==> src/rtl/pipeline_pkg.sv <==
// Shared forward-select codes and the shadow-pipeline entry layout used by the
// branch hazard unit and its shadow stages.
package pipeline_pkg;

  localparam int PKG_REG_W = 5;

  localparam logic [1:0] FWD_RF   = 2'b00;
  localparam logic [1:0] FWD_WB   = 2'b01;
  localparam logic [1:0] FWD_MEM  = 2'b10;
  localparam logic [1:0] FWD_RSVD = 2'b11;

  typedef struct packed {
    logic                 valid;
    logic [PKG_REG_W-1:0] dst;
    logic                 regwrite;
    logic                 memtoreg;
  } shadow_entry_t;

  localparam int SHADOW_W = $bits(shadow_entry_t);

  localparam shadow_entry_t SHADOW_BUBBLE = '{
    valid:    1'b0,
    dst:      {PKG_REG_W{1'b0}},
    regwrite: 1'b0,
    memtoreg: 1'b0
  };

endpackage

==> src/rtl/branch_hazard_unit_shadow_stage.sv <==
// One shadow pipeline register: freezes on hold, inserts an invalid entry on
// bubble, otherwise captures the entry presented on load.
module hazard_shadow_stage
  import pipeline_pkg::*;
(
  input  logic          clk,
  input  logic          rst,
  input  logic          hold,
  input  logic          bubble,
  input  shadow_entry_t load,
  output shadow_entry_t entry
);

  // Shadow entry register; hold wins over bubble so a frozen pipe keeps its bubble decision pending
  always_ff @(posedge clk) begin
    if (rst) begin
      entry <= SHADOW_BUBBLE;
    end else if (hold) begin
      entry <= entry;
    end else if (bubble) begin
      entry <= SHADOW_BUBBLE;
    end else begin
      entry <= load;
    end
  end

endmodule

==> src/rtl/branch_hazard_unit.sv <==
// Decode-stage branch forwarding and stall/flush control from a private EX/MEM/WB
// shadow pipeline. Define HAZ_MD_EN to add the mult/div busy interlock.
module branch_hazard_unit
  import pipeline_pkg::*;
#(
  parameter int REG_W      = PKG_REG_W,
  parameter int MD_LATENCY = 8
) (
  input  logic             clk,
  input  logic             rst,
  input  logic [REG_W-1:0] rs_d,
  input  logic [REG_W-1:0] rt_d,
  input  logic             use_rs_d,
  input  logic             use_rt_d,
  input  logic             branch_d,
  input  logic [REG_W-1:0] dst_d,
  input  logic             regwrite_d,
  input  logic             memtoreg_d,
  input  logic             ext_stall,
  input  logic             md_start_d,
  input  logic             md_read_d,
  output logic [1:0]       fwd_a_d,
  output logic [1:0]       fwd_b_d,
  output logic             stall_f,
  output logic             stall_d,
  output logic             flush_e,
  output logic             md_busy
);

  shadow_entry_t id_entry_s;
  shadow_entry_t ex_r;
  shadow_entry_t mem_r;
  shadow_entry_t wb_r;

  logic       haz_rs_s;
  logic       haz_rt_s;
  logic       md_busy_s;
  logic       md_stall_s;
  logic       stall_s;
  logic [1:0] fwd_a_s;
  logic [1:0] fwd_b_s;

  function automatic logic stage_match(input shadow_entry_t e, input logic [REG_W-1:0] src);
    return e.valid && e.regwrite && (e.dst == src) && (src != {REG_W{1'b0}});
  endfunction

  // Loads stall any reader in EX; branches compare in ID so also wait on EX ALU and MEM loads.
  function automatic logic src_hazard(input logic used, input logic [REG_W-1:0] src,
                                      input logic is_branch, input shadow_entry_t ex,
                                      input shadow_entry_t mem);
    logic ex_hit;
    logic mem_load_hit;
    ex_hit       = stage_match(ex, src);
    mem_load_hit = stage_match(mem, src) && mem.memtoreg;
    if (!used) begin
      return 1'b0;
    end else begin
      return (ex_hit && ex.memtoreg) || (is_branch && (ex_hit || mem_load_hit));
    end
  endfunction

  function automatic logic [1:0] src_fwd(input logic used, input logic [REG_W-1:0] src,
                                         input shadow_entry_t mem, input shadow_entry_t wb);
    if (!used) begin
      return FWD_RF;
    end else if (stage_match(mem, src) && !mem.memtoreg) begin
      return FWD_MEM;
    end else if (stage_match(wb, src)) begin
      return FWD_WB;
    end else begin
      return FWD_RF;
    end
  endfunction

  assign id_entry_s = '{
    valid:    1'b1,
    dst:      dst_d,
    regwrite: regwrite_d,
    memtoreg: memtoreg_d
  };

  // Hazard detection and raw forward selects from the current shadow state
  always_comb begin
    haz_rs_s = src_hazard(use_rs_d, rs_d, branch_d, ex_r, mem_r);
    haz_rt_s = src_hazard(use_rt_d, rt_d, branch_d, ex_r, mem_r);
    fwd_a_s  = src_fwd(use_rs_d, rs_d, mem_r, wb_r);
    fwd_b_s  = src_fwd(use_rt_d, rt_d, mem_r, wb_r);
    stall_s  = haz_rs_s || haz_rt_s || md_stall_s;
  end

`ifdef HAZ_MD_EN
  localparam int MD_CNT_W = $clog2(MD_LATENCY + 1);

  logic [MD_CNT_W-1:0] md_count_r;

  // Busy countdown: reloads on an accepted issue, otherwise drains while the pipe moves
  always_ff @(posedge clk) begin
    if (rst) begin
      md_count_r <= {MD_CNT_W{1'b0}};
    end else if (ext_stall) begin
      md_count_r <= md_count_r;
    end else if (md_start_d && !stall_s) begin
      md_count_r <= MD_CNT_W'(MD_LATENCY);
    end else if (md_count_r != {MD_CNT_W{1'b0}}) begin
      md_count_r <= md_count_r - MD_CNT_W'(1);
    end else begin
      md_count_r <= md_count_r;
    end
  end

  assign md_busy_s  = (md_count_r != {MD_CNT_W{1'b0}});
  assign md_stall_s = md_busy_s && (md_read_d || md_start_d);
`else
  logic unused_md_s;

  assign unused_md_s = md_start_d ^ md_read_d ^ (MD_LATENCY > 0);
  assign md_busy_s   = 1'b0;
  assign md_stall_s  = 1'b0;
`endif

  // Output gating: quiet during reset, selects only meaningful when not stalled
  always_comb begin
    if (rst) begin
      fwd_a_d = FWD_RF;
      fwd_b_d = FWD_RF;
      stall_f = 1'b0;
      stall_d = 1'b0;
      flush_e = 1'b0;
      md_busy = 1'b0;
    end else begin
      fwd_a_d = stall_s ? FWD_RF : fwd_a_s;
      fwd_b_d = stall_s ? FWD_RF : fwd_b_s;
      stall_f = stall_s;
      stall_d = stall_s;
      flush_e = stall_s && !ext_stall;
      md_busy = md_busy_s;
    end
  end

  hazard_shadow_stage u_ex (
    .clk    (clk),
    .rst    (rst),
    .hold   (ext_stall),
    .bubble (stall_s),
    .load   (id_entry_s),
    .entry  (ex_r)
  );

  hazard_shadow_stage u_mem (
    .clk    (clk),
    .rst    (rst),
    .hold   (ext_stall),
    .bubble (1'b0),
    .load   (ex_r),
    .entry  (mem_r)
  );

  hazard_shadow_stage u_wb (
    .clk    (clk),
    .rst    (rst),
    .hold   (ext_stall),
    .bubble (1'b0),
    .load   (mem_r),
    .entry  (wb_r)
  );

endmodule

==> config.mk <==
export PLATFORM = sky130hd
export DESIGN_NAME = branch_hazard_unit
export DESIGN_NICKNAME = d
export VERILOG_FILES = /design/src/rtl/pipeline_pkg.sv /design/src/rtl/branch_hazard_unit_shadow_stage.sv /design/src/rtl/branch_hazard_unit.sv
export SDC_FILE = /design/constraint.sdc
export NUM_CORES = 1
export LEC_CHECK = 0
export ABC_CLOCK_PERIOD_IN_PS = 3600
export CAP_MARGIN = 15
export CELL_PAD_IN_SITES_DETAIL_PLACEMENT = 1
export CELL_PAD_IN_SITES_GLOBAL_PLACEMENT = 1
export CORE_ASPECT_RATIO = 1.75
export CORE_UTILIZATION = 26
export CTS_BUF_LIST = sky130_fd_sc_hd__clkbuf_2 sky130_fd_sc_hd__clkbuf_4 sky130_fd_sc_hd__clkbuf_8
export DETAILED_ROUTE_END_ITERATION = 6
export PLACE_DENSITY_LB_ADDON = 0.15
export SYNTH_ARGS = -nofsm -noshare
export SYNTH_HDL_FRONTEND = slang
export SYNTH_SLANG_ARGS = --single-unit
==> constraint.sdc <==
create_clock -name clk -period 3.6 [get_ports clk]
set_input_delay 0.72 -clock clk [delete_from_list [all_inputs] [get_ports clk]]
set_output_delay 0.72 -clock clk [all_outputs]
set_load 0.1 [all_outputs]
# Word level (Yosys, flattened, before mapping)
# Index checks and enable logic that the tools add are counted.
# op_classes
reduce_logical	33
mux	15
eq_ne	6
# ops
cell	n
$eq A5 B5 Y1	6
$logic_and A1 B1 Y1	24
$mux W2	8
$reduce_bool A5 Y1	2
$mux W8	1
$mux W1	6
$logic_or A1 B1 Y1	5
$logic_not A1 Y1	2
# word_totals
register_bits	23
elab_cells	65
input_bits	25

# Depth between registers and ports, before layout
# depth
ltp_word	11
depth_mapped	6

# Cells and area by module
# From an unflattened synthesis, not the netlist that was laid out.
# unflattened
cells_unflattened	184
area_unflattened_um2	1535.2
# modules_own_cells
module	area_per_inst_um2	seq_area_each_um2	n_inst	cells_per_inst
hazard_shadow_stage	325.3	160.2	3	36
branch_hazard_unit	559.3	0.0	1	76

# Worst setup path after synthesis
# No wires, ideal clock.
# synth_timing
kind	in2out
start	input port rt_d[1]
end	output port fwd_a_d[0]
t_arrival_ns	4.978
path_buffers	0
cell_stages	5
setup_slack_ns	-2.098
required_ns	2.880
path_cell_list	or4_1 -> o21ai_1 -> nor4_1 -> or4_4 -> nor4_1
# synth_via
elab_chain_len	11
# synth_lines
item	line	source
start, declared	branch_hazard_unit.sv:12	input logic [REG_W-1:0] rt_d,
$eq A5 B5 Y1	branch_hazard_unit.sv:44	return e.valid && e.regwrite && (e.dst == src) && (src != {REG_W{1'b0}});
$logic_and A1 B1 Y1 (2 in series)	branch_hazard_unit.sv:44	
$logic_and A1 B1 Y1	branch_hazard_unit.sv:54	mem_load_hit = stage_match(mem, src) && mem.memtoreg;
$logic_or A1 B1 Y1	branch_hazard_unit.sv:58	return (ex_hit && ex.memtoreg) || (is_branch && (ex_hit || mem_load_hit));
$logic_and A1 B1 Y1	branch_hazard_unit.sv:58	
$logic_or A1 B1 Y1 *	branch_hazard_unit.sv:58	
$mux W1 *	branch_hazard_unit.sv:55	if (!used) begin
$logic_or A1 B1 Y1 *	branch_hazard_unit.sv:88	stall_s = haz_rs_s || haz_rt_s || md_stall_s;
$mux W2 *	branch_hazard_unit.sv:131	fwd_a_d = stall_s ? FWD_RF : fwd_a_s;
$mux W2 *	branch_hazard_unit.sv:123	if (rst) begin
end, declared	branch_hazard_unit.sv:22	output logic [1:0] fwd_a_d,
# Mark *: on every way between the ends. The rest lies on a longest branch, timed or not.

# Worst setup path after layout
# layout_timing
start	input port rt_d[2]
end	output port fwd_a_d[1]
# Same word-level chain as after synthesis.

==> metrics.md <==
| Metric | Value |
|---|---|
| Syn_area_per_cell | `between 8 and 9 um^2` |
| Period utilisation layout | `0.976` |
| Crit path max fanout | `5` |
| Min cycle time layout | `between 3 and 4 ns` |
| Number of setup violations in the final report | `0` |
| Count of standard-cell rows | `34` |
| Overflow after GRT | `0` |
| Required time worst endpoint | `2.88 ns` |
| Netlist cell types | `27` |
| Routed Antenna Nets | `0` |
| Worst setup path category | `input port to primary output` |
| CP max stage delay | `0.58 ns` |
| Full die area | `between 5000 and 6000 um^2` |
| Hold-fix buffers, CTS | `0` |
| Synth Warn # | `0` |
| Leak | `0.765 nW` |
| Status | `completed` |
| Crit path launch type | `input port` |
| Residual DRC count | `0` |
| Hold Crit Class | `flip-flop to flip-flop` |
| Max-slew violation count | `0` |
| Maximum level of the CTS H-tree | `1` |
| DR vias/cell | `between 4 and 5` |
| Unrepaired setup endpoints after global routing | `no` |
| Cell Chain, Critical Path | `clkbuf_2 > or4_4 > o21ai_4 > nor4b_2 > or4_4 > buf_8 > nor3_4 > buf_12` |
| Gr usage total | `0.156` |
| Total of max-cap violations | `0` |
| # diodes | `0` |
| Inserted Clock Buffers | `3` |
| Drt first pass iters | `4` |
| Drt wl/cell | `16.1 um` |
| Die height | `96.5 um` |
| Synth Register Bits | `23` |
| Clk_lat worst skew | `0.26 ns` |
| Routability congestion estimate | `0.814` |
| Clk sink count | `23` |
| Syn Nets | `around 180` |
| Synth-to-layout area growth | `46.7%` |
| Part of the Yosys area used for sequential elements | `0.347` |
| Ports | `33` |
| Initial antenna violation count | `0` |
| Initial drt markers | `25` |
| Final WL | `3970 um` |
| Worst ir drop on vdd | `0.153 mV` |
| Pwr/cell area | `284 nW/um^2` |
| Port Buffers | `29` |
| Setup TNS | `0 ns` |
| Fin nets | `219` |
| Largest net degree at the start of global routing | `18` |
| Clock Path Buffers | `2` |
| CORE AREA | `4930 um^2` |
| Worst Path Arrival | `2.79 ns` |
| Clock skew | `0.00594 ns` |
| Element type at the critical path end | `primary output` |
| Die X | `56.0 um` |
| Hold Vio Cnt, Final | `0` |
| Number of global-route vias before repair | `1363` |
| Via count | `about 1200` |
| Synth Cell Area | `1330 um^2` |
| CP max stage cell | `or4_4` |
| Layout cells sized above 1 | `0.249` |
| Final Total Pwr | `552 uW` |
| Fmax | `0.285 GHz` |
| Cells after synthesis | `150` |
| CTS tree | `done` |
| Post-DP HPWL | `3250 um` |
| First-pass GRT wire length | `6520 um` |
| Clk slew on worst S/H paths | `~0.08 ns` |
| # fillers | `588` |
| Initial core utilization | `0.269` |
| Clock Tree Root | `clkbuf_8` |
| CP dominant cell by count | `or4_4` |
==> flip-flops by register name, indices dropped and copies added (netlist names) <==
signal / cells
u_mem.entry: 8
u_wb.entry: 7
u_ex.entry: 8
==> cell usage in the layout (no fill, tap or decap), drive strengths merged <==
cell type | Yosys | final
and2 | 1 | 1
and3 | 1 | 1
and4bb | 1 | 1
buf | 5 | 26
clkbuf | 3 | 9
clkdlybuf4s15 | 0 | 2
clkdlybuf4s50 | 0 | 12
conb | 1 | 1
dfxtp | 23 | 23
dlygate4sd2 | 0 | 1
dlymetal6s2s | 0 | 1
mux2i | 15 | 15
nand2 | 17 | 17
nand3 | 3 | 3
nand3b | 1 | 1
nand4 | 4 | 4
nor2 | 18 | 18
nor2b | 2 | 2
nor3 | 1 | 1
nor4 | 8 | 8
nor4b | 2 | 2
o211a | 1 | 1
o21ai | 9 | 9
o31ai | 1 | 1
or4 | 3 | 3
xnor2 | 20 | 20
xor2 | 10 | 10
==> cell families (layout without fill, tap and decap cells) <==
family | after synthesis | count (layout) | synth area share
xor gates and xnor gates | 30 | 30 | 0.198
muxes | 15 | 15 | 0.113
buffers and inverters | 8 | 51 | 0.0340
DFF | 23 | 23 | 0.347
AOI/OAI and AO/OA | 11 | 11 | 0.0604
and+or+nand+nor | 62 | 62 | 0.244
other | 1 | 1 | 0.00283
==> per-layer routing <==
layer / GRT usage / vias to the layer above / part of all wire
li1: - / 598 / -
met1: 0.149 / 560 / 0.36
met2: 0.323 / 31 / 0.59
met3: 0.0266 / 6 / 0.026
met4: 0.0630 / 0 / 0.017
met5: 0 / - / 0
==> worst max-delay path: cells and delay by family <==
family	cells	cell delay [ns]
and+or+nand+nor	4	1.43
buffers and inverters	3	0.46
AOI/OAI and AO/OA	1	0.18
==> worst paths after layout <==
kind / from / endpoint / slack (ns) / depth (start not counted)
worst max register to register: u_mem.entry[2]$_SDFFE_PP0N_ / u_ex.entry[7]$_SDFFE_PP0N_ / 1.43 / 8
worst min-delay path: u_ex.entry[0]$_SDFFE_PP0N_ / u_ex.entry[0]$_SDFFE_PP0N_ / 0.47 / 2
worst min register to register: u_ex.entry[0]$_SDFFE_PP0N_ / u_ex.entry[0]$_SDFFE_PP0N_ / 0.47 / 2
worst max-delay path: rt_d[2] / fwd_a_d[1] / 0.09 / 8
==> power by group <==
| group | switching [mW] | total (mW) | internal (mW) |
|---|---|---|---|
| logic | 0.0506 | 0.106 | 0.0557 |
| registers | 0.0126 | 0.277 | 0.264 |
| clock network | 0.0825 | 0.169 | 0.0865 |
==> cells in the mapped netlist <==
library cell	instances	share of area
and2_1	1	0.0047
and3_1	1	0.0047
and4bb_2	1	0.0094
buf_1	2	0.0057
buf_4	2	0.011
buf_6	1	0.0085
clkbuf_1	3	0.0085
conb_1	1	0.0028
dfxtp_1	23	0.35
mux2i_1	15	0.11
nand2_1	17	0.048
nand3_1	3	0.011
nand3b_1	1	0.0057
nand4_1	4	0.019
nor2_1	18	0.051
nor2b_1	2	0.0094
nor3_2	1	0.0075
nor4_1	8	0.038
nor4b_1	2	0.013
o211a_1	1	0.0075
o21ai_1	8	0.030
o21ai_2	1	0.0066
o31ai_4	1	0.016
or4_1	1	0.0057
or4_4	2	0.017
xnor2_1	20	0.13
xor2_1	10	0.066
==> per-stage QoR <==
stage | utilization | cells | setup slack, ns | area (um^2) | hold slack, ns
6_report | 0.394 | 247 | 0.0879 | 1950 | 0.471
5_1_grt | 0.394 | 247 | 0.0156 | 1950 | 0.526
4_1_cts | 0.395 | 245 | 0.0133 | 1950 | 0.477
3_5_place_dp | 0.378 | 240 | -0.300 | 1860 | 0.466
3_3_place_gp | 0.378 | 240 | -0.279 | 1860 | 0.458
2_1_floorplan | - | 150 | -0.298 | 1370 | 0.438
==> final cells by class <==
class	instances	area, um^2	share of cell area
tap	54	67.6	0.0347
multi-input combinational	119	895	0.460
timing repair buffer	47	474	0.244
sequential	23	460	0.237
clock buffer	4	48.8	0.0251
==> repair_timing <==
action,CTS,global route
setup buffers,1,2
pin swaps,9,7
setup endpoints to repair,7,5
gates resized for setup,23,9
(Power assumes the default switching activity.)
